### config.mk
export PLATFORM = sky130hd
export DESIGN_NAME = id_ex_stage
export DESIGN_NICKNAME = d
export VERILOG_FILES = /design/src/rtl/id_ex_stage.sv
export SDC_FILE = /design/constraint.sdc
export NUM_CORES = 1
export LEC_CHECK = 0
export BUFFER_PORTS_ARGS = -buffer_cell sky130_fd_sc_hd__buf_2
export CAP_MARGIN = 20
export CORE_ASPECT_RATIO = 0.6
export CORE_MARGIN = 10
export CORE_UTILIZATION = 35
export CTS_BUF_LIST = sky130_fd_sc_hd__clkbuf_4
export DETAILED_ROUTE_END_ITERATION = 16
export GPL_TIMING_DRIVEN = 0
export PLACE_DENSITY = 0.63
export SETUP_SLACK_MARGIN = 0.4
export SLEW_MARGIN = 20
export SYNTH_ARGS = -nofsm -noshare
export SYNTH_HDL_FRONTEND = slang
export SYNTH_SLANG_ARGS = --single-unit
export TNS_END_PERCENT = 50
### constraint.sdc
create_clock -name clk -period 6.6 [get_ports clk]
set_input_delay 0.33 -clock clk [delete_from_list [all_inputs] [get_ports clk]]
set_output_delay 0.33 -clock clk [all_outputs]
set_load 0.02 [all_outputs]
### src/rtl/id_ex_stage.sv
// id_ex_stage: ID/EX pipeline register with operand select, EX/MEM and MEM/WB forwarding and load-use bubble.
// EX_FORWARD_EN builds the forwarding muxes, hold-refresh and load-use stall; without it operands come straight from the register.
module id_ex_stage #(
    parameter int DATA_WIDTH     = 32,
    parameter int ALU_OP_WIDTH   = 10,
    parameter int REG_ADDR_WIDTH = 5
) (
    input  logic                      clk,
    input  logic                      rst,
    input  logic                      id_valid,
    output logic                      id_ready,
    input  logic [DATA_WIDTH-1:0]     id_pc,
    input  logic [DATA_WIDTH-1:0]     id_rs1_data,
    input  logic [DATA_WIDTH-1:0]     id_rs2_data,
    input  logic [DATA_WIDTH-1:0]     id_imm,
    input  logic [REG_ADDR_WIDTH-1:0] id_rs1_addr,
    input  logic [REG_ADDR_WIDTH-1:0] id_rs2_addr,
    input  logic [REG_ADDR_WIDTH-1:0] id_rd_addr,
    input  logic                      id_rd_we,
    input  logic                      id_is_load,
    input  logic                      id_src1_pc,
    input  logic                      id_src2_imm,
    input  logic [ALU_OP_WIDTH-1:0]   id_alu_op,
    input  logic                      flush,
    output logic                      ex_valid,
    input  logic                      ex_ready,
    output logic [DATA_WIDTH-1:0]     alu_src_1,
    output logic [DATA_WIDTH-1:0]     alu_src_2,
    output logic [ALU_OP_WIDTH-1:0]   operation,
    output logic [DATA_WIDTH-1:0]     ex_rs2_data,
    output logic [REG_ADDR_WIDTH-1:0] ex_rd_addr,
    output logic                      ex_rd_we,
    output logic                      ex_is_load,
    input  logic                      mem_fwd_we,
    input  logic                      mem_fwd_is_load,
    input  logic [REG_ADDR_WIDTH-1:0] mem_fwd_rd,
    input  logic [DATA_WIDTH-1:0]     mem_fwd_data,
    input  logic                      wb_fwd_we,
    input  logic [REG_ADDR_WIDTH-1:0] wb_fwd_rd,
    input  logic [DATA_WIDTH-1:0]     wb_fwd_data
);
    logic                      valid_q;
    logic [DATA_WIDTH-1:0]     pc_q, rs1_q, rs2_q, imm_q;
    logic [REG_ADDR_WIDTH-1:0] rs1_addr_q, rs2_addr_q, rd_addr_q;
    logic                      rd_we_q, is_load_q, src1_pc_q, src2_imm_q;
    logic [ALU_OP_WIDTH-1:0]   op_q;
    logic [DATA_WIDTH-1:0]     fwd_rs1, fwd_rs2;
    logic                      lu_stall;

`ifdef EX_FORWARD_EN
    logic mem_hit1, mem_hit2, wb_hit1, wb_hit2;
    always_comb begin
        mem_hit1 = mem_fwd_we && mem_fwd_rd == rs1_addr_q && rs1_addr_q != '0;
        mem_hit2 = mem_fwd_we && mem_fwd_rd == rs2_addr_q && rs2_addr_q != '0;
        wb_hit1  = wb_fwd_we && wb_fwd_rd == rs1_addr_q && rs1_addr_q != '0;
        wb_hit2  = wb_fwd_we && wb_fwd_rd == rs2_addr_q && rs2_addr_q != '0;
        fwd_rs1  = mem_hit1 ? mem_fwd_data : wb_hit1 ? wb_fwd_data : rs1_q;
        fwd_rs2  = mem_hit2 ? mem_fwd_data : wb_hit2 ? wb_fwd_data : rs2_q;
        lu_stall = valid_q && mem_fwd_we && mem_fwd_is_load && mem_fwd_rd != '0 &&
                   ((!src1_pc_q && mem_fwd_rd == rs1_addr_q) || mem_fwd_rd == rs2_addr_q);
    end
`else
    logic unused_fwd;
    assign unused_fwd = ^{mem_fwd_we, mem_fwd_is_load, mem_fwd_rd, mem_fwd_data,
                          wb_fwd_we, wb_fwd_rd, wb_fwd_data, rs1_addr_q, rs2_addr_q};
    assign fwd_rs1  = rs1_q;
    assign fwd_rs2  = rs2_q;
    assign lu_stall = 1'b0;
`endif

    assign ex_valid    = valid_q && !lu_stall;
    assign operation   = ex_valid ? op_q : '0;
    assign alu_src_1   = src1_pc_q ? pc_q : fwd_rs1;
    assign alu_src_2   = src2_imm_q ? imm_q : fwd_rs2;
    assign ex_rs2_data = fwd_rs2;
    assign ex_rd_addr  = rd_addr_q;
    assign ex_rd_we    = rd_we_q;
    assign ex_is_load  = is_load_q;
    assign id_ready    = !valid_q || (ex_ready && !lu_stall);

    always_ff @(posedge clk or posedge rst) begin
        if (rst) begin
            valid_q    <= 1'b0;
            pc_q       <= '0;
            rs1_q      <= '0;
            rs2_q      <= '0;
            imm_q      <= '0;
            rs1_addr_q <= '0;
            rs2_addr_q <= '0;
            rd_addr_q  <= '0;
            rd_we_q    <= 1'b0;
            is_load_q  <= 1'b0;
            src1_pc_q  <= 1'b0;
            src2_imm_q <= 1'b0;
            op_q       <= '0;
        end else if (flush) begin
            valid_q <= 1'b0;
        end else if (id_valid && id_ready) begin
            valid_q    <= 1'b1;
            pc_q       <= id_pc;
            rs1_q      <= id_rs1_data;
            rs2_q      <= id_rs2_data;
            imm_q      <= id_imm;
            rs1_addr_q <= id_rs1_addr;
            rs2_addr_q <= id_rs2_addr;
            rd_addr_q  <= id_rd_addr;
            rd_we_q    <= id_rd_we;
            is_load_q  <= id_is_load;
            src1_pc_q  <= id_src1_pc;
            src2_imm_q <= id_src2_imm;
            op_q       <= id_alu_op;
        end else if (ex_valid && ex_ready) begin
            valid_q <= 1'b0;
        end else begin
            // refresh held operands so a producer retiring during a stall is kept
            rs1_q <= fwd_rs1;
            rs2_q <= fwd_rs2;
        end
    end
endmodule

==> flow_metrics.env, run 1 <==
export IMPL_cts_buffers=17
export IMPL_clk_path_buf_depth=2
export IMPL_routed_wl_um=20800
export IMPL_finalHoldViolations=0
export IMPL_netlist_top_cells_area="dfrtp_1 (54%), mux2_4 (22%), mux2_2 (15%)"
export IMPL_vias_per_cell=4.39
export IMPL_hpwlAfterDp_um=14600
export IMPL_timing_rr_start="ex_valid"
export IMPL_hold_class="primary input to async pin"
export IMPL_drc_errors=0
export IMPL_critical_path_required_ns=6.27
export IMPL_min_period_over_period_pct=36.4
export IMPL_endpoint_kind="output pin"
export IMPL_avgSynthCellArea_um2=17.2
export IMPL_fmax_mhz=417
export IMPL_ir_drop_uv=163
export IMPL_grtUsageMet3_pct=4.99
export IMPL_dieArea_um2=25800
export IMPL_drv_cap=0
export IMPL_finClkSkew_ns=0.0166
export IMPL_io_pins=354
export IMPL_leakage_nw=4.96
export IMPL_grt_pass1_wl_um=32900
export IMPL_critPathKind="flip-flop to output pin"
export IMPL_first_pass_iters=4
export IMPL_r2r_end="ex_rs2_data[15]"
export IMPL_yosysUniqueCellTypes=14
export IMPL_ant_nets=0
export IMPL_maxSlewViolCount=0
export IMPL_fin_hold_ws_ns=0.322
export IMPL_num_vias=4923
export IMPL_clock_latency_ns=0.56
export IMPL_setup_viol=0
export IMPL_worstMarginPinSlew_ns=0.467
export IMPL_yosysTopAreaCell="dfrtp_1"
export IMPL_synthToLayoutAreaGrowth_pct=50.2
export IMPL_fin_nets=1075
export IMPL_grt_busiest_layer="met2"
export IMPL_initial_utilization_pct=35.9
export IMPL_reg2regPathDepth=5
export IMPL_cts_tree="done"
export IMPL_slew_headroom_pct=68.9
export IMPL_clk_pin_slew_ns=0.13
export IMPL_ys_seq_area_share_pct=53.8
export IMPL_grtUsageMet2_pct=26.1
export IMPL_synth_fp_nets=639
export IMPL_grt_max_degree=91
export IMPL_yosys_warnings=0
export IMPL_period_minus_slack_ns=2.40
export IMPL_clock_sinks=148
export IMPL_cp_max_fo=10
export IMPL_powerDensity_nw_per_um2=252
export IMPL_n_fill_cell=1566
export IMPL_r2r_slack_ns=4.90
export IMPL_io_buffer_count=266
export IMPL_place_area_um2=8580
export IMPL_setup_tns_ns=0
export IMPL_synth_top_area_share_pct=53.8
export IMPL_ys_ff_latch=148
export IMPL_design_area_um2=10300
export IMPL_drtIter0Drc=190
export IMPL_core_um2=19200
export IMPL_synth_cells=400
export IMPL_die_y_um=129
export IMPL_drive_above_1_share_pct=60.1
export IMPL_netlist_area_um2=6880
export IMPL_root_buffer="clkbuf_4"
export IMPL_track_usage_pct=16.1
export IMPL_status="finished, final reports clean"
export IMPL_die_x_um=201
export IMPL_antenna_found_initial=1
export IMPL_routabilityCongestion=0.773
export IMPL_final_util_pct=53.9
export IMPL_arrival_ns=2.07
export IMPL_use_met1_pct=19.9
export IMPL_rows=39
export IMPL_h_tree_depth=4
export IMPL_rsz0062_at_grt="no"
export IMPL_routedWlPerCell_um=18.5
export IMPL_start_kind="flip-flop"
export IMPL_grt_overflow_total=0
export IMPL_grt_pass1_vias=5651
registers in the layout (all words and copies together), names as in the netlist:
signal	flops
ex_is_load	1
ex_rd_addr	5
ex_rd_we	1
ex_rs2_data	32
ex_valid	1
fwd_rs1	32
imm_q	32
op_q	10
pc_q	32
src1_pc_q	1
src2_imm_q	1
layout make-up:
class / instances / area (um^2) / share of cell area [%]
Antenna cell: 6 / 15.0 / 0.145
Sequential cell: 148 / 3700 / 35.8
Inverter: 2 / 15.0 / 0.145
Multi-Input combinational cell: 225 / 2850 / 27.6
Buffer: 25 / 314 / 3.04
Clock buffer: 20 / 150 / 1.45
Tap cell: 266 / 333 / 3.22
Timing Repair Buffer: 417 / 2860 / 27.7
Clock inverter: 12 / 90.1 / 0.872
cell usage after synthesis:
master and count:
buf_2 6, clkbuf_1 3, nor3b_4 1, mux2_1 21, buf_4 1, inv_1 2, and2_1 10, buf_6 4
mux2_2 90, buf_12 11, nor2b_4 1, mux2_4 100, nor2_1 2, dfrtp_1 148
placed cells by master (no fill, tap or decap), types with 6 or more instances in the layout:
cell / n
buf_2: 272
and2_1: 10
mux2_4: 100
dfrtp_1: 148
dlygate4sd3_1: 150
diode_2: 6
mux2_2: 90
clkbuf_4: 20
mux2_1: 21
buf_12: 11
worst max path at each step:
stage / to / depth (start not counted) / start
global route: alu_src_1[24] / 4 / src1_pc_q
CTS: alu_src_1[24] / 4 / src1_pc_q
detailed placement: alu_src_1[24] / 4 / src1_pc_q
finish: alu_src_1[24] / 4 / src1_pc_q
global placement: fwd_rs1[21] / 2 / rst
floorplan: ex_is_load / 1 / rst
per-layer routing:
layer | part of all wire (%) | wire length [um]
met1 | 45 | 9310
met2 | 49 | 10100
met3 | 5.2 | 1090
met4 | 1.5 | 308
met5 | 0 | 0
through the flow:
stage          std cells  power, mW  worst slack, ns
2_1_floorplan        400       1.74             2.29
3_3_place_gp         932       2.02            0.716
3_5_place_dp         933       2.04             4.75
4_1_cts             1115       2.64             4.07
5_1_grt             1116       2.75             3.98
6_report            1121       2.60             4.20
critical path, stage by stage (launching register included):
cell	delay (ns)
dfrtp_1	0.34
clkbuf_1	0.27
buf_2	0.36
mux2_2	0.38
buf_2	0.16
cells by family (layout without fill, tap and decap cells):
logic type    after synthesis  count (layout)  synth area share, %
buf+inv                    27             476                 4.67
mux                       211             211                 40.0
simple gates               14              14                 1.49
flops                     148             148                 53.8
other cells                 0               6                    0
what timing repair did:
| action | in CTS | in global routing |
|---|---|---|
| gates resized for setup | 0 | 0 |
| hold endpoints to repair | 206 | 0 |
| setup endpoints to repair | 0 | 0 |
| buffers inserted | 0 | 0 |
| hold buffers | 150 | 0 |
power by group:
group	switching [mW]	internal [mW]	total [mW]
logic	0.453	0.488	0.940
registers	0.0914	1.06	1.15
clock network	0.319	0.193	0.512
total	0.863	1.74	2.60
Power figures use the tool's default switching activity.
==> run 2: changes to the inputs <==
--- a/config.mk
+++ b/config.mk
@@ -13,7 +13,7 @@
 export CTS_BUF_LIST = sky130_fd_sc_hd__clkbuf_4
 export DETAILED_ROUTE_END_ITERATION = 16
 export GPL_TIMING_DRIVEN = 0
-export PLACE_DENSITY = 0.63
+export PLACE_DENSITY = 0.66
 export SETUP_SLACK_MARGIN = 0.4
 export SLEW_MARGIN = 20
 export SYNTH_ARGS = -nofsm -noshare
==> constraint.sdc (replaced) <==
create_clock -name clk -period 1.95 [get_ports clk]
set_input_delay 0.0975 -clock clk [delete_from_list [all_inputs] [get_ports clk]]
set_output_delay 0.0975 -clock clk [all_outputs]
set_load 0.02 [all_outputs]
==> run 2 against run 1 <==
Hold slack worse by 0.14 ns. Sequential cell count stayed put. Routed wire length rose by 16%. Global-route usage is 1.3 points higher. Sequential power grew to 3.4 times the previous value. Clock skew increased by 0.0019 ns. Power rose to 3.8 times the previous value. Non-clock buffer count increased by 39.
==> flow_metrics.env, run 2 (synthesis gave the netlist of run 1 again) <==
export IMPL_powerDensity_nw_per_um2=847
export IMPL_io_pins=354
export IMPL_vias_per_cell=4.53
export IMPL_clk_pin_slew_ns=0.13
export IMPL_synthToLayoutAreaGrowth_pct=69.9
export IMPL_period_minus_slack_ns=1.85
export IMPL_rsz0062_at_grt="yes"
export IMPL_antenna_found_initial=2
export IMPL_clock_sinks=148
export IMPL_ir_drop_uv=444
export IMPL_clk_path_buf_depth=2
export IMPL_grt_overflow_total=0
export IMPL_drv_cap=0
export IMPL_hold_class="primary input to async pin"
export IMPL_p_clk_share_pct=19.4
export IMPL_swShare_pct=32.5
export IMPL_die_x_um=201
export IMPL_grtUsageMet2_pct=28.5
export IMPL_share_comb_of_total_power_pct=40.9
export IMPL_routed_wl_um=24100
export IMPL_worstMarginPinSlew_ns=0.661
export IMPL_die_y_um=129
export IMPL_h_tree_depth=4
export IMPL_critical_path_required_ns=1.85
export IMPL_core_um2=19200
export IMPL_leakage_nw=5.64
export IMPL_grt_max_degree=36
export IMPL_routedWlPerCell_um=20.8
export IMPL_fin_nets=1114
export IMPL_initial_utilization_pct=35.9
export IMPL_start_kind="flip-flop"
export IMPL_grt_pass1_wl_um=35400
export IMPL_status="finished, final reports clean"
export IMPL_dp_cells=936
export IMPL_final_common_cell="buf_2"
export IMPL_first_pass_iters=4
export IMPL_intPower_mw=6.68
export IMPL_cp_max_fo=8
export IMPL_io_buffer_count=266
export IMPL_critPathKind="flip-flop to output pin"
export IMPL_drc_errors=0
export IMPL_cts_buffers=17
export IMPL_finClkSkew_ns=0.0185
export IMPL_finalNonFillerCells=1157
export IMPL_clock_latency_ns=0.57
export IMPL_min_period_over_period_pct=94.7
export IMPL_hpwlAfterDp_um=15000
export IMPL_pwr_share_seq_pct=39.8
export IMPL_arrival_ns=1.75
export IMPL_final_util_pct=61.0
export IMPL_grt_busiest_layer="met2"
export IMPL_cts_tree="done"
export IMPL_rows=39
export IMPL_grtUsageMet3_pct=4.84
export IMPL_finalHoldViolations=0
export IMPL_ant_nets=0
export IMPL_routabilityCongestion=0.798
export IMPL_dp_slack_ns=0.245
export IMPL_fmax_mhz=541
export IMPL_dieArea_um2=25800
export IMPL_drive_above_1_share_pct=64.3
export IMPL_grt_pass1_vias=6018
export IMPL_postLayoutSetupSlackWorst_ns=0.103
export IMPL_use_met1_pct=21.9
export IMPL_track_usage_pct=17.4
export IMPL_num_vias=5243
export IMPL_root_buffer="clkbuf_4"
export IMPL_endpoint_kind="output pin"
export IMPL_maxSlewViolCount=0
export IMPL_p_switching_mw=3.22
export IMPL_n_fill_cell=1398
export IMPL_slew_headroom_pct=55.9
export IMPL_drtIter0Drc=184
export IMPL_layout_common_cells="buf_2 (216), dlygate4sd3_1 (150), dfrtp_1 (148)"
export IMPL_setup_viol=0
==> run 2: layout make-up <==
class                           count  area [um^2]  share of cell area, %
Clock buffer                       18          135                   1.16
Timing Repair Buffer              456         3880                   33.2
Inverter                            2         11.3                 0.0963
Antenna cell                        3         7.51                 0.0642
Multi-Input combinational cell    225         3030                   25.9
Tap cell                          266          333                   2.85
Sequential cell                   148         3700                   31.7
Clock inverter                     14          138                   1.18
Buffer                             25          453                   3.87
==> run 2: per-stage QoR <==
step,TNS [ns],total power [mW],area (um^2),hold WS [ns]
after global placement,-130.13,6.82,8550,0.310
after global routing,0,10.4,11700,0.161
final,0,9.90,11700,0.180
after CTS,0,9.46,11100,0.114
after floorplan,-1.26,5.89,6880,0.164
after detailed placement,0,6.91,8630,0.231
==> run 2: worst max-delay path, cell delays in order, from the launching register on <==
cell and delay, ns:
dfrtp_1 0.42, buf_12 0.16, clkbuf_16 0.16, mux2_4 0.31, buf_6 0.13
==> run 2: layer usage <==
| metal | routed length, um | up-vias |
|---|---|---|
| li1 | - | 2387 |
| met1 | 10800 | 2664 |
| met2 | 11700 | 165 |
| met3 | 1110 | 27 |
| met4 | 457 | 0 |
| met5 | 0 | - |
==> run 2: what timing repair did <==
item	in CTS	in global routing
hold endpoints to repair	192	0
gates resized for setup	95	98
hold buffers	150	0
pin swaps	1	1
buffers inserted	13	4
cloned	10	9
endpoints found under the setup margin	215	223
==> run 2: path summary, 6_finish.rpt <==
kind	startpoint	to	slack, ns	cells past startpoint
max in group asynchronous	rst	ex_valid	0.95	5
max	src2_imm_q	alu_src_2[10]	0.10	4
min reg2reg	fwd_rs1[2]	fwd_rs1[2]	0.52	1
min in group clk	id_rs2_data[15]	ex_rs2_data[15]	0.28	3
min	rst	pc_q[2]	0.18	3
max reg2reg	ex_valid	op_q[1]	0.16	7
==> run 2: power groups by stage <==
stage	clock network (mW)	logic [mW]	registers, mW
2_1_floorplan	0	1.86	4.03
3_3_place_gp	0	2.90	3.92
3_5_place_dp	0	2.96	3.95
4_1_cts	1.99	3.56	3.91
5_1_grt	2.11	4.25	4.00
6_report	1.92	4.05	3.94
